--- config.mk ---
export PLATFORM = sky130hd
export DESIGN_NAME = instruction_fetch
export DESIGN_NICKNAME = d
export VERILOG_FILES = /design/src/rtl/instruction_fetch.sv
export SDC_FILE = /design/constraint.sdc
export NUM_CORES = 1
export LEC_CHECK = 0
export CORE_MARGIN = 5
export CORE_UTILIZATION = 48
export CTS_BUF_LIST = sky130_fd_sc_hd__clkbuf_16
export DETAILED_ROUTE_END_ITERATION = 16
export PLACE_DENSITY = 0.86
export SLEW_MARGIN = 20
export SYNTH_ARGS = -nofsm -noshare
export SYNTH_HDL_FRONTEND = slang
export SYNTH_SLANG_ARGS = --single-unit
--- constraint.sdc ---
create_clock -name clk -period 11.3 [get_ports clk]
set_input_delay 2.26 -clock clk [delete_from_list [all_inputs] [get_ports clk]]
set_output_delay 2.26 -clock clk [all_outputs]
set_load 0.03 [all_outputs]
--- src/rtl/instruction_fetch.sv ---
// Fetch stage: runs the req/ack handshake with instruction memory for the current pc,
// fills the IF/ID register and pulses pc_en once per accepted fetch.
module instruction_fetch #(
  parameter int                DATA_W      = 32,
  parameter int                TIMEOUT     = 255,
  parameter logic [DATA_W-1:0] RESET_INSTR = '0
) (
  input  logic              clk,
  input  logic              rst,
  input  logic [DATA_W-1:0] pc,
  output logic              pc_en,
  output logic              imem_req,
  output logic [DATA_W-1:0] imem_addr,
  input  logic              imem_ack,
  input  logic [DATA_W-1:0] imem_rdata,
  input  logic              stall,
  input  logic              flush,
  output logic              instr_valid,
  output logic [DATA_W-1:0] instr,
  output logic [DATA_W-1:0] instr_pc,
  output logic              fetch_error
);

  localparam int CNT_W = (TIMEOUT > 255) ? $clog2(TIMEOUT + 1) : 8;
  localparam logic [CNT_W-1:0] CNT_LAST = (TIMEOUT == 0) ? '0 : CNT_W'(TIMEOUT - 1);

  typedef enum logic [1:0] {IDLE, WAIT, HOLD, ERR} state_t;

  state_t            state, state_nxt;
  logic              req_nxt, valid_nxt, err_nxt, drop, drop_nxt;
  logic [DATA_W-1:0] addr_nxt, instr_nxt, instr_pc_nxt;
  logic [CNT_W-1:0]  cnt, cnt_nxt;

  // pc_en fires in the ack cycle itself so program_counter has already stepped by the
  // time the next IDLE cycle samples pc; that is what allows one fetch every two cycles.
  assign pc_en = (state == WAIT) && imem_ack && !drop && !flush;

  always_comb begin
    state_nxt    = state;
    req_nxt      = imem_req;
    addr_nxt     = imem_addr;
    instr_nxt    = instr;
    instr_pc_nxt = instr_pc;
    valid_nxt    = instr_valid;
    err_nxt      = fetch_error;
    drop_nxt     = drop;
    cnt_nxt      = cnt;

    if (instr_valid && !stall) valid_nxt = 1'b0;
    if (flush && state != ERR) begin
      valid_nxt = 1'b0;
      instr_nxt = RESET_INSTR;
    end

    case (state)
      IDLE: begin
        if (fetch_error) begin
          state_nxt = ERR;
        end else if (pc[1:0] != 2'b00) begin
          err_nxt   = 1'b1;
          valid_nxt = 1'b0;
          state_nxt = ERR;
        end else if (flush) begin
          // Wait one cycle so the request picks up the redirected pc.
          state_nxt = IDLE;
        end else if (instr_valid && stall) begin
          state_nxt = HOLD;
        end else begin
          req_nxt   = 1'b1;
          addr_nxt  = pc;
          cnt_nxt   = '0;
          state_nxt = WAIT;
        end
      end
      WAIT: begin
        if (imem_ack) begin
          req_nxt   = 1'b0;
          drop_nxt  = 1'b0;
          state_nxt = IDLE;
          if (!drop && !flush) begin
            instr_nxt    = imem_rdata;
            instr_pc_nxt = imem_addr;
            valid_nxt    = 1'b1;
          end
        end else begin
          if (flush) drop_nxt = 1'b1;
          if (TIMEOUT != 0 && cnt == CNT_LAST) begin
            err_nxt   = 1'b1;
            req_nxt   = 1'b0;
            valid_nxt = 1'b0;
            drop_nxt  = 1'b0;
            state_nxt = ERR;
          end else begin
            cnt_nxt = cnt + 1'b1;
          end
        end
      end
      HOLD: begin
        if (flush || !stall) state_nxt = IDLE;
      end
      ERR: begin
        req_nxt   = 1'b0;
        valid_nxt = 1'b0;
      end
      default: state_nxt = ERR;
    endcase
  end

  always_ff @(posedge clk or posedge rst) begin
    if (rst) begin
      state       <= IDLE;
      imem_req    <= 1'b0;
      imem_addr   <= '0;
      instr       <= RESET_INSTR;
      instr_pc    <= '0;
      instr_valid <= 1'b0;
      fetch_error <= 1'b0;
      drop        <= 1'b0;
      cnt         <= '0;
    end else begin
      state       <= state_nxt;
      imem_req    <= req_nxt;
      imem_addr   <= addr_nxt;
      instr       <= instr_nxt;
      instr_pc    <= instr_pc_nxt;
      instr_valid <= valid_nxt;
      fetch_error <= err_nxt;
      drop        <= drop_nxt;
      cnt         <= cnt_nxt;
    end
  end

endmodule

* Yosys cells after proc, flatten, opt, wreduce, memory -nomap -nowiden *
Index checks and enable logic that the tools add are counted.

storage, ports and cells
  bits in registers = 110
  input bits = 69

cells by class
  add/sub/neg operators = 1
  eq/ne operators = 14
  mux-type cells = 42
  bitwise gates (word level) = 4
  reduce and logical (&&, ||, !) cells = 24

operators with widths
  kind                                                              number
  32-bit two-way mux                                                4
  8-bit two-way mux                                                 6
  1-bit two-way mux                                                 20
  2-bit != test (second input constant)                             8
  8-bit one-hot mux with 2 select lines                             1
  2-bit two-way mux                                                 7
  3-bit AND reduction                                               3
  3-bit nonzero test                                                3
  8-bit by 1-bit adder with 8-bit output (second input constant)    1
  8-bit == test (second input constant)                             1
  1-bit logical AND                                                 7
  7-bit AND reduction                                               1
  1-bit one-hot mux with 3 select lines                             2
  2-bit one-hot mux with 3 select lines                             1
  6-bit AND reduction                                               1
  5-bit AND reduction                                               1
  2-bit == test (second input constant)                             2
  1-bit inverter                                                    4
  2-bit nonzero test                                                2
  1-bit logical NOT                                                 3
  3-bit by 2-bit != test with 1-bit output (second input constant)  1
  2-bit by 1-bit == test with 1-bit output (second input constant)  1
  2-bit logical NOT                                                 1
  2-bit by 1-bit != test with 1-bit output (second input constant)  1
  other kinds (3)                                                   3

* Depth between registers and ports, before layout *
Gate-level depths: netlist (run 1).

  word-level depth = 7
  depth in mapped cells = 8

* Worst setup path after synthesis (run 1) *
OpenSTA, ideal clock, no wires.

  path kind = input -> output
  start = input port imem_ack
  end = output port pc_en
  data arrival time = 3.066 ns
  setup slack = 5.974 ns
  cell stages on the path = 3
  buffers on the path = 1
  cell sequence = nand2_1 nor3_2 clkbuf_1

between the ends
  longest elaborated chain between the ends = 3

RTL lines
  what                             RTL line  source
  start, declared                  14        input logic imem_ack,
  1-bit logical AND (3 in series)  36        assign pc_en = (state == WAIT) && imem_ack && !drop && !flush;
  end, declared                    11        output logic pc_en,

Every way passes these cells.

* Worst setup path in the final report (run 1) *
Same ends and word-level chain as after synthesis.

==> results of run 1 <==
==> final timing paths <==
check / startpoint / to / slack [ps] / cells after the start
max: imem_ack / pc_en / 4390 / 5
min: instr_pc[18]$_DFFE_PP0P_ / instr_pc[18]$_DFFE_PP0P_ / 510 / 1
max reg2reg: state[1]$_DFFE_PP0P_ / instr_pc[7]$_DFFE_PP0P_ / 8680 / 6
min reg2reg: instr_pc[18]$_DFFE_PP0P_ / instr_pc[18]$_DFFE_PP0P_ / 510 / 1
max in group asynchronous: rst / instr_pc[4]$_DFFE_PP0P_ / 7790 / 3
min in group asynchronous: rst / fetch_error$_DFFE_PP0P_ / 2420 / 2
==> stage by stage <==
step                cell area, µm²  setup slack [ps]  total power [mW]  cells  utilization
global placement              6280              4430             0.993    639        0.683
floorplan                     4520              5970             0.809    377            -
detailed placement            6280              4390              1.01    639        0.683
CTS                           6600              4380              1.35    655        0.718
finish                        6610              4390              1.34    655        0.718
global route                  6610              4260              1.41    655        0.718
==> placed cells by master (no fill, tap or decap), types with 2 or more instances in the layout <==
cell type / Yosys / routed
o21ai_0: 38 / 38
nor3_1: 4 / 4
clkinv_4: 0 / 2
dfrtp_1: 110 / 110
nor2_1: 6 / 6
o22ai_1: 2 / 2
clkbuf_16: 0 / 9
nor4_1: 3 / 3
o21a_1: 2 / 2
bufinv_16: 0 / 2
o31ai_1: 3 / 3
o211ai_1: 2 / 2
buf_4: 0 / 3
and2_1: 3 / 3
a2bb2oi_1: 4 / 4
inv_1: 8 / 7
mux2_2: 62 / 62
nand2_1: 71 / 71
mux2i_1: 3 / 3
a22o_1: 3 / 3
nand2b_1: 3 / 2
clkdlybuf4s50_1: 0 / 168
nand3_1: 10 / 10
ha_1: 6 / 6
==> state kept, by name, summed over array words and instances, names as in the netlist, 2 cells and up <==
signal / cells
imem_addr: 32
instr: 32
cnt: 8
state: 2
instr_pc: 32
==> power by group through the flow <==
| stage | logic, mW | clock network, mW | registers [mW] |
|---|---|---|---|
| floorplan | 0.168 | 0 | 0.641 |
| global placement | 0.471 | 0 | 0.522 |
| detailed placement | 0.485 | 0 | 0.527 |
| CTS | 0.486 | 0.345 | 0.520 |
| global route | 0.515 | 0.363 | 0.530 |
| finish | 0.483 | 0.336 | 0.520 |
==> final cells by class <==
| type | instances | area, µm² |
|---|---|---|
| Clock buffer | 9 | 225 |
| Tap cell | 111 | 139 |
| Clock inverter | 7 | 97.6 |
| Multi-Input combinational cell | 239 | 1650 |
| Sequential cell | 110 | 2750 |
| Fill cell | 627 | 2590 |
| Inverter | 8 | 32.5 |
| Timing Repair Buffer | 171 | 1700 |
==> kinds of logic (layout without fill, tap and decap cells) <==
family / after synthesis / after routing / synth area share
simple gates: 106 / 106 / 0.102
compound gates: 62 / 62 / 0.0842
mux: 65 / 65 / 0.161
flops: 110 / 110 / 0.609
fa+ha+maj: 6 / 6 / 0.0166
buf+inv: 28 / 195 / 0.0266
==> worst max-delay path, stage by stage <==
cell             delay (ps)
clkdlybuf4s50_1         530
nand2_1                 110
nor3_4                  140
buf_4                   740
clkdlybuf4s50_1         830
==> layer usage <==
| layer | vias to the layer above | wire (µm) | GRT usage |
|---|---|---|---|
| met5 | - | 0 | 0 |
| met4 | 0 | 174 | 0.0557 |
| met3 | 17 | 1150 | 0.0909 |
| met2 | 159 | 5490 | 0.331 |
| met1 | 1662 | 4710 | 0.248 |
| li1 | 1631 | - | - |
==> flow_summary.json, run 1 <==
{
  "period_needed_ps": 6910,
  "clk_latency_ps": 340,
  "synth_top_area_frac": 0.609,
  "gp_congestion": 0.830,
  "antenna_found_initial": 0,
  "drv_cap": 0,
  "clock_path_buffers": 2,
  "max_slew_margin": 0.365,
  "dieHeight_um": 107,
  "grt_max_degree": 99,
  "io_pins": 169,
  "min_path_type": "reg2reg",
  "drt_first_pass_iters": 4,
  "switchingPower_uw": 469,
  "grt_pass1_wl_mm": 18.5,
  "swShare": 0.350,
  "ys_async_sr_fraction": 1.00,
  "endpoint_kind": "output pin",
  "post_cts_buffers": 0,
  "synth_top_cells_by_area": "dfrtp_1 (61%), mux2_2 (15%), nand2_1 (5.9%)",
  "synth-warning-count": 0,
  "htree_num_levels": 3,
  "p_leak_nw": 2.94,
  "synth_ff_type": "dfrtp_1",
  "cts_tree": "done",
  "synth-edff-count": 0,
  "setup_violations": 0,
  "gr-usage-all-layers": 0.204,
  "avgRoutedWirePerCell_um": 17.6,
  "grt_pass1_vias": 3705,
  "rsz0062_at_grt": "false",
  "max_freq_mhz": 145,
  "power.share.clock": 0.251,
  "dieArea_um2": 11500,
  "startpoint_type": "primary input",
  "seq_area_frac_synth": 0.609,
  "layout.nets": 614,
  "synthCells": 377,
  "diodes": 0,
  "max-vdd-ir-drop_v": 0.000105,
  "hold_viol": 0,
  "synth.distinct_cells": 37,
  "pwr-share-comb": 0.361,
  "ant_nets": 0,
  "dp_hpwl_mm": 8.25,
  "synthesis.nets": 452,
  "yosys.area.top_type": "dfrtp_1",
  "area_delta_synth_final_pct": 46.2,
  "clkTransAtPathRegs_ps": 70,
  "tightest_slew_ps": 953,
  "die_w_um": 107,
  "power_frac_seq": 0.388,
  "synth-seq-cells": 110,
  "fin_hold_ws_ps": 509,
  "crit_type": "in2out",
  "wl_mm": 11.5,
  "ctsHoldBuffers": 0,
  "viasPerCell": 5.30,
  "syn-cell-area_um2": 4520,
  "outcome": "finished, final reports clean",
  "syn_avg_cell_area_um2": 12.0,
  "drt_iter0_markers": 159,
  "cts-buffers-inserted": 9,
  "cts.sinks": 110,
  "gr-total-overflow": 0,
  "cts_root_buf": "clkbuf_16",
  "worstPathArrival_ps": 4650,
  "core-area_um2": 9200,
  "internal_power_uw": 870,
  "finalClockSkew_ps": 8.40,
  "vias": 3469,
  "layout_worst_path_cycle_share": 0.612,
  "drcViolationCount": 0,
  "ys_top_cells_by_count": "dfrtp_1 (110), nand2_1 (71), mux2_2 (62)",
  "portBuffers": 168,
  "tns_ps": 0,
  "rows": 35,
  "initial_core_util": 0.491,
  "yosysMostFrequentCell": "dfrtp_1",
  "drive_gt1_frac": 0.153,
  "power_density_nw_per_um2": 203,
  "path_max_fanout": 98,
  "required_ps": 9040,
  "cts.repair.resized": 0,
  "drv_slew": 0
}
No activity file was read; power rests on OpenSTA's default activity.
==> run 2, diff against run 1 <==
--- a/config.mk
+++ b/config.mk
@@ -6,10 +6,10 @@
 export NUM_CORES = 1
 export LEC_CHECK = 0
 export CORE_MARGIN = 5
-export CORE_UTILIZATION = 48
+export CORE_UTILIZATION = 40
 export CTS_BUF_LIST = sky130_fd_sc_hd__clkbuf_16
 export DETAILED_ROUTE_END_ITERATION = 16
-export PLACE_DENSITY = 0.86
+export PLACE_DENSITY = 0.76
 export SLEW_MARGIN = 20
 export SYNTH_ARGS = -nofsm -noshare
 export SYNTH_HDL_FRONTEND = slang
==> constraint.sdc (replaced) <==
create_clock -name clk -period 5.61 [get_ports clk]
set_input_delay 1.122 -clock clk [delete_from_list [all_inputs] [get_ports clk]]
set_output_delay 1.122 -clock clk [all_outputs]
set_load 0.03 [all_outputs]
==> run 2 against run 1 <==
Non-clock buffer count unchanged. Clock skew decreased by 3.9 ps. Largest power group unchanged. Critical path type unchanged. Routed wire length grew 1.1%.
==> flow_summary.json, run 2 (synthesized netlist as in run 1, its figures left out) <==
{
  "io_pins": 169,
  "cts-buffers-inserted": 9,
  "num-fill-cells": 904,
  "period_needed_ps": 3840,
  "ant_nets": 0,
  "cts_tree": "done",
  "vias": 3486,
  "layout_commonest_cell": "clkdlybuf4s50_1",
  "finalClockSkew_ps": 4.54,
  "fin_ws_ps": 1770,
  "gp_congestion": 0.826,
  "switchingPower_uw": 940,
  "startpoint_type": "primary input",
  "p_leak_nw": 2.94,
  "crit_buf_inv": 2,
  "cts_root_buf": "clkbuf_16",
  "outcome": "finished, final reports clean",
  "total_power_mw": 2.69,
  "pre_cts_ws_ps": 1770,
  "dieHeight_um": 116,
  "drcViolationCount": 0,
  "grt_pass1_wl_mm": 18.6,
  "ff2ff_setup_slack_ps": 2910,
  "portBuffers": 168,
  "endpoint_kind": "output pin",
  "worstHoldEndpoint": "imem_req$_DFFE_PP0P_",
  "power_frac_seq": 0.388,
  "antenna_found_initial": 0,
  "tns_ps": 0,
  "path_cells": "clkdlybuf4s50_1 > nand2_1 > nor3_4 > clkdlybuf4s50_1",
  "core-area_um2": 10900,
  "reg.largest.list": "imem_addr (32), instr (32), instr_pc (32)",
  "min_path_type": "reg2reg",
  "worstPathArrival_ps": 2720,
  "post_cts_buffers": 0,
  "drt_first_pass_iters": 4,
  "layout.nets": 614,
  "cp_slowest_cell": "clkdlybuf4s50_1",
  "rsz0062_at_grt": "false",
  "critPathTopFamily": "buffers and inverters",
  "path_max_fanout": 4,
  "area_delta_synth_final_pct": 46.8,
  "required_ps": 4490,
  "avgRoutedWirePerCell_um": 17.0,
  "dieArea_um2": 13500,
  "cts.repair.resized": 0,
  "hold_depth": 1,
  "ctsHoldBuffers": 0,
  "hold_viol": 0,
  "setup_violations": 0,
  "max_freq_mhz": 260,
  "power_density_nw_per_um2": 405,
  "crit_path_frequent_cell": "clkdlybuf4s50_1",
  "final_cell_mix": "clkdlybuf4s50_1 (168), dfrtp_1 (110), nand2_1 (71)",
  "internal_power_mw": 1.75,
  "htree_num_levels": 3,
  "initial_core_util": 0.413,
  "max_slew_margin": 0.360,
  "power.share.clock": 0.250,
  "cpPeakStageDelay_ps": 700,
  "drv_slew": 0,
  "tightest_slew_ps": 960,
  "post_dp_cell_area_um2": 6320,
  "max-vdd-ir-drop_v": 0.000242,
  "dp_hpwl_mm": 8.35,
  "cts.sinks": 110,
  "grt_pass1_vias": 3663,
  "diodes": 0,
  "viasPerCell": 5.10,
  "fin_area_um2": 6630,
  "grt_max_degree": 98,
  "gr-usage-all-layers": 0.178,
  "clk_latency_ps": 350,
  "die_w_um": 116,
  "hold_start": "imem_req$_DFFE_PP0P_",
  "pwr-share-comb": 0.362,
  "gr-total-overflow": 0,
  "final_core_util": 0.606,
  "fin_hold_ws_ps": 504,
  "clock_path_buffers": 2,
  "swShare": 0.350,
  "crit_cells": 4,
  "rows": 38,
  "clkTransAtPathRegs_ps": 70,
  "r2r-end": "instr_pc[26]$_DFFE_PP0P_",
  "drv_cap": 0,
  "layout_worst_path_cycle_share": 0.685,
  "crit_type": "in2out",
  "fin_cells": 683,
  "worstReg2RegStart": "state[1]$_DFFE_PP0P_",
  "wl_mm": 11.6,
  "dp_cells": 668,
  "reg2reg_depth": 6,
  "drive_gt1_frac": 0.149,
  "drt_iter0_markers": 174
}
## run 2: worst max path at each step
stage,to,slack [ps],startpoint
2_1_floorplan,cnt[0]$_DFFE_PP0P_,1590,rst
3_3_place_gp,pc_en,1790,imem_ack
3_5_place_dp,pc_en,1770,imem_ack
4_1_cts,pc_en,1770,imem_ack
5_1_grt,pc_en,1710,imem_ack
6_report,pc_en,1770,imem_ack
## run 2: final cells by class
type / instances / area, µm² / area share
repair buffers: 171 / 1700 / 0.257
clock buffers: 9 / 225 / 0.0340
inverters: 8 / 35.0 / 0.00528
flip-flops and latches: 110 / 2750 / 0.415
clock inverters: 6 / 85.1 / 0.0128
well taps: 140 / 175 / 0.0264
multi-input cells: 239 / 1650 / 0.249
## run 2: worst reg2reg max path, stage by stage (launching register included)
cell and delay [ps]:
dfrtp_1 400, inv_1 110, ha_1 470, nand2_1 180, nor3_4 190, buf_4 760
mux2_2 480
## run 2: power groups by stage
stage | Clock, mW | Combinational (mW) | Sequential, mW
after floorplan | 0 | 0.338 | 1.29
after CTS | 0.692 | 0.984 | 1.04
after global routing | 0.725 | 1.04 | 1.07
after global placement | 0 | 0.954 | 1.05
after detailed placement | 0 | 0.982 | 1.06
final | 0.671 | 0.974 | 1.04
## run 2: layer usage
layer	GRT usage	vias to the layer above	part of all wire
met5	0	-	0
met4	0.0634	0	0.017
met3	0.0896	15	0.11
met2	0.287	139	0.49
met1	0.204	1698	0.39
li1	-	1634	-
==> run 3, diff against run 2 <==
--- a/config.mk
+++ b/config.mk
@@ -6,10 +6,10 @@
 export NUM_CORES = 1
 export LEC_CHECK = 0
 export CORE_MARGIN = 5
-export CORE_UTILIZATION = 40
+export CORE_UTILIZATION = 44
 export CTS_BUF_LIST = sky130_fd_sc_hd__clkbuf_16
 export DETAILED_ROUTE_END_ITERATION = 16
-export PLACE_DENSITY = 0.76
+export PLACE_DENSITY = 0.8
 export SLEW_MARGIN = 20
 export SYNTH_ARGS = -nofsm -noshare
 export SYNTH_HDL_FRONTEND = slang
==> constraint.sdc (replaced) <==
create_clock -name clk -period 3.6 [get_ports clk]
set_input_delay 0.72 -clock clk [delete_from_list [all_inputs] [get_ports clk]]
set_output_delay 0.72 -clock clk [all_outputs]
set_load 0.03 [all_outputs]
==> run 3 against run 2 <==
Critical path depth is 1 higher. Critical endpoint unchanged. Cell count is 0.15% lower. Non-clock buffer count is 2 higher. Worst hold slack worse by 2.5 ps. Largest cell class unchanged. Design area is 0.34% higher. Total power is 55% higher. Highest routed layer unchanged. Core utilization is 4.7 points higher.
==> flow_summary.json, run 3 (synthesized netlist as in run 1, its figures left out) <==
{
  "max_slew_margin": 0.365,
  "gr-usage-all-layers": 0.182,
  "grt_pass1_vias": 3676,
  "portBuffers": 168,
  "endpoint_kind": "output pin",
  "clock_path_buffers": 2,
  "drv_slew": 0,
  "max_freq_mhz": 322,
  "crit_type": "reg2out",
  "finalClockSkew_ps": 9.61,
  "drv_cap": 0,
  "power_density_nw_per_um2": 627,
  "rsz0062_at_grt": "false",
  "core-area_um2": 10200,
  "grt_max_degree": 98,
  "ant_nets": 0,
  "avgRoutedWirePerCell_um": 16.5,
  "vias": 3446,
  "layout.nets": 616,
  "io_pins": 169,
  "outcome": "finished, final reports clean",
  "htree_num_levels": 3,
  "worstPathArrival_ps": 2380,
  "grt_pass1_wl_mm": 18.6,
  "drcViolationCount": 0,
  "tightest_slew_ps": 952,
  "post_cts_buffers": 0,
  "min_path_type": "reg2reg",
  "num-fill-cells": 808,
  "die_w_um": 111,
  "p_leak_nw": 2.95,
  "dieHeight_um": 111,
  "initial_core_util": 0.444,
  "clk_latency_ps": 340,
  "path_max_fanout": 14,
  "cts-buffers-inserted": 9,
  "setup_violations": 0,
  "dp_cells": 666,
  "required_ps": 2880,
  "dp_hpwl_mm": 8.16,
  "tns_ps": 0,
  "gr-total-overflow": 0,
  "reg.largest.list": "imem_addr (32), instr (32), instr_pc (32)",
  "pre_cts_ws_ps": 624,
  "startpoint_type": "register",
  "drt_first_pass_iters": 5,
  "period_needed_ps": 3100,
  "cts.repair.resized": 0,
  "drt_iter0_markers": 127,
  "area_delta_synth_final_pct": 47.3,
  "drive_gt1_frac": 0.156,
  "ctsHoldBuffers": 0,
  "hold_viol": 0,
  "cts_root_buf": "clkbuf_16",
  "cts.sinks": 110,
  "layout_commonest_cell": "clkdlybuf4s50_1",
  "gp_congestion": 0.851,
  "layout_worst_path_cycle_share": 0.861,
  "clkTransAtPathRegs_ps": 80,
  "max-vdd-ir-drop_v": 0.000300,
  "fin_ws_ps": 499,
  "antenna_found_initial": 0,
  "rows": 37,
  "wl_mm": 11.3,
  "final_cell_mix": "clkdlybuf4s50_1 (168), dfrtp_1 (110), nand2_1 (71)",
  "cts_tree": "done",
  "fin_cells": 682,
  "viasPerCell": 5.05,
  "dieArea_um2": 12400,
  "diodes": 0
}
run 3: cell types whose count changed in the layout (fill, tap and decap cells not counted), sizes merged:
cell and change:
buf +2, bufinv -1, clkinv -2, clkinvlp +2
inv +2
run 3: final timing paths:
kind / startpoint / endpoint / slack, ps / cells past startpoint
worst max-delay path: state[1]$_DFFE_PP0P_ / pc_en / 500 / 5
worst min-delay path: imem_req$_DFFE_PP0P_ / imem_req$_DFFE_PP0P_ / 500 / 1
worst max register to register: state[1]$_DFFE_PP0P_ / instr_pc[3]$_DFFE_PP0P_ / 910 / 6
worst min register to register: imem_req$_DFFE_PP0P_ / imem_req$_DFFE_PP0P_ / 500 / 1
max in group asynchronous: rst / instr[27]$_DFF_PP0_ / 1940 / 3
min in group asynchronous: rst / instr[8]$_DFF_PP0_ / 850 / 2
run 3: area by class of cell:
type                       instances  area (µm²)  share of cell area
tap                              136         170              0.0256
timing repair buffer             173        1730               0.260
multi-input combinational        239        1650               0.248
inverter                           8        33.8             0.00508
clock inverter                     7        88.8              0.0134
clock buffer                       9         225              0.0338
sequential                       110        2750               0.414
run 3: layer usage:
layer | up-vias | GRT usage | share of wire
met5 | - | 0 | 0
met4 | 0 | 0.0503 | 0.014
met3 | 10 | 0.0859 | 0.11
met2 | 134 | 0.311 | 0.49
met1 | 1665 | 0.205 | 0.39
li1 | 1637 | - | -
run 3: per-stage QoR:
| stage | area [µm²] | power [mW] | util | hold WS [ps] |
|---|---|---|---|---|
| 2_1_floorplan | 4520 | 2.54 | - | 482 |
| 3_3_place_gp | 6340 | 3.12 | 0.622 | 486 |
| 3_5_place_dp | 6340 | 3.18 | 0.622 | 490 |
| 4_1_cts | 6650 | 4.22 | 0.653 | 509 |
| 5_1_grt | 6650 | 4.40 | 0.653 | 523 |
| 6_report | 6650 | 4.17 | 0.653 | 501 |
run 3: critical path: stages, from the launching register on:
cell	delay, ps
dfrtp_1	410
inv_1	110
ha_1	470
nand2_1	180
nor3_4	180
clkdlybuf4s50_1	700
run 3: where the power goes:
part / internal [mW] / switching [mW]
clock: 0.559 / 0.475
combinational: 0.656 / 0.858
sequential: 1.47 / 0.160
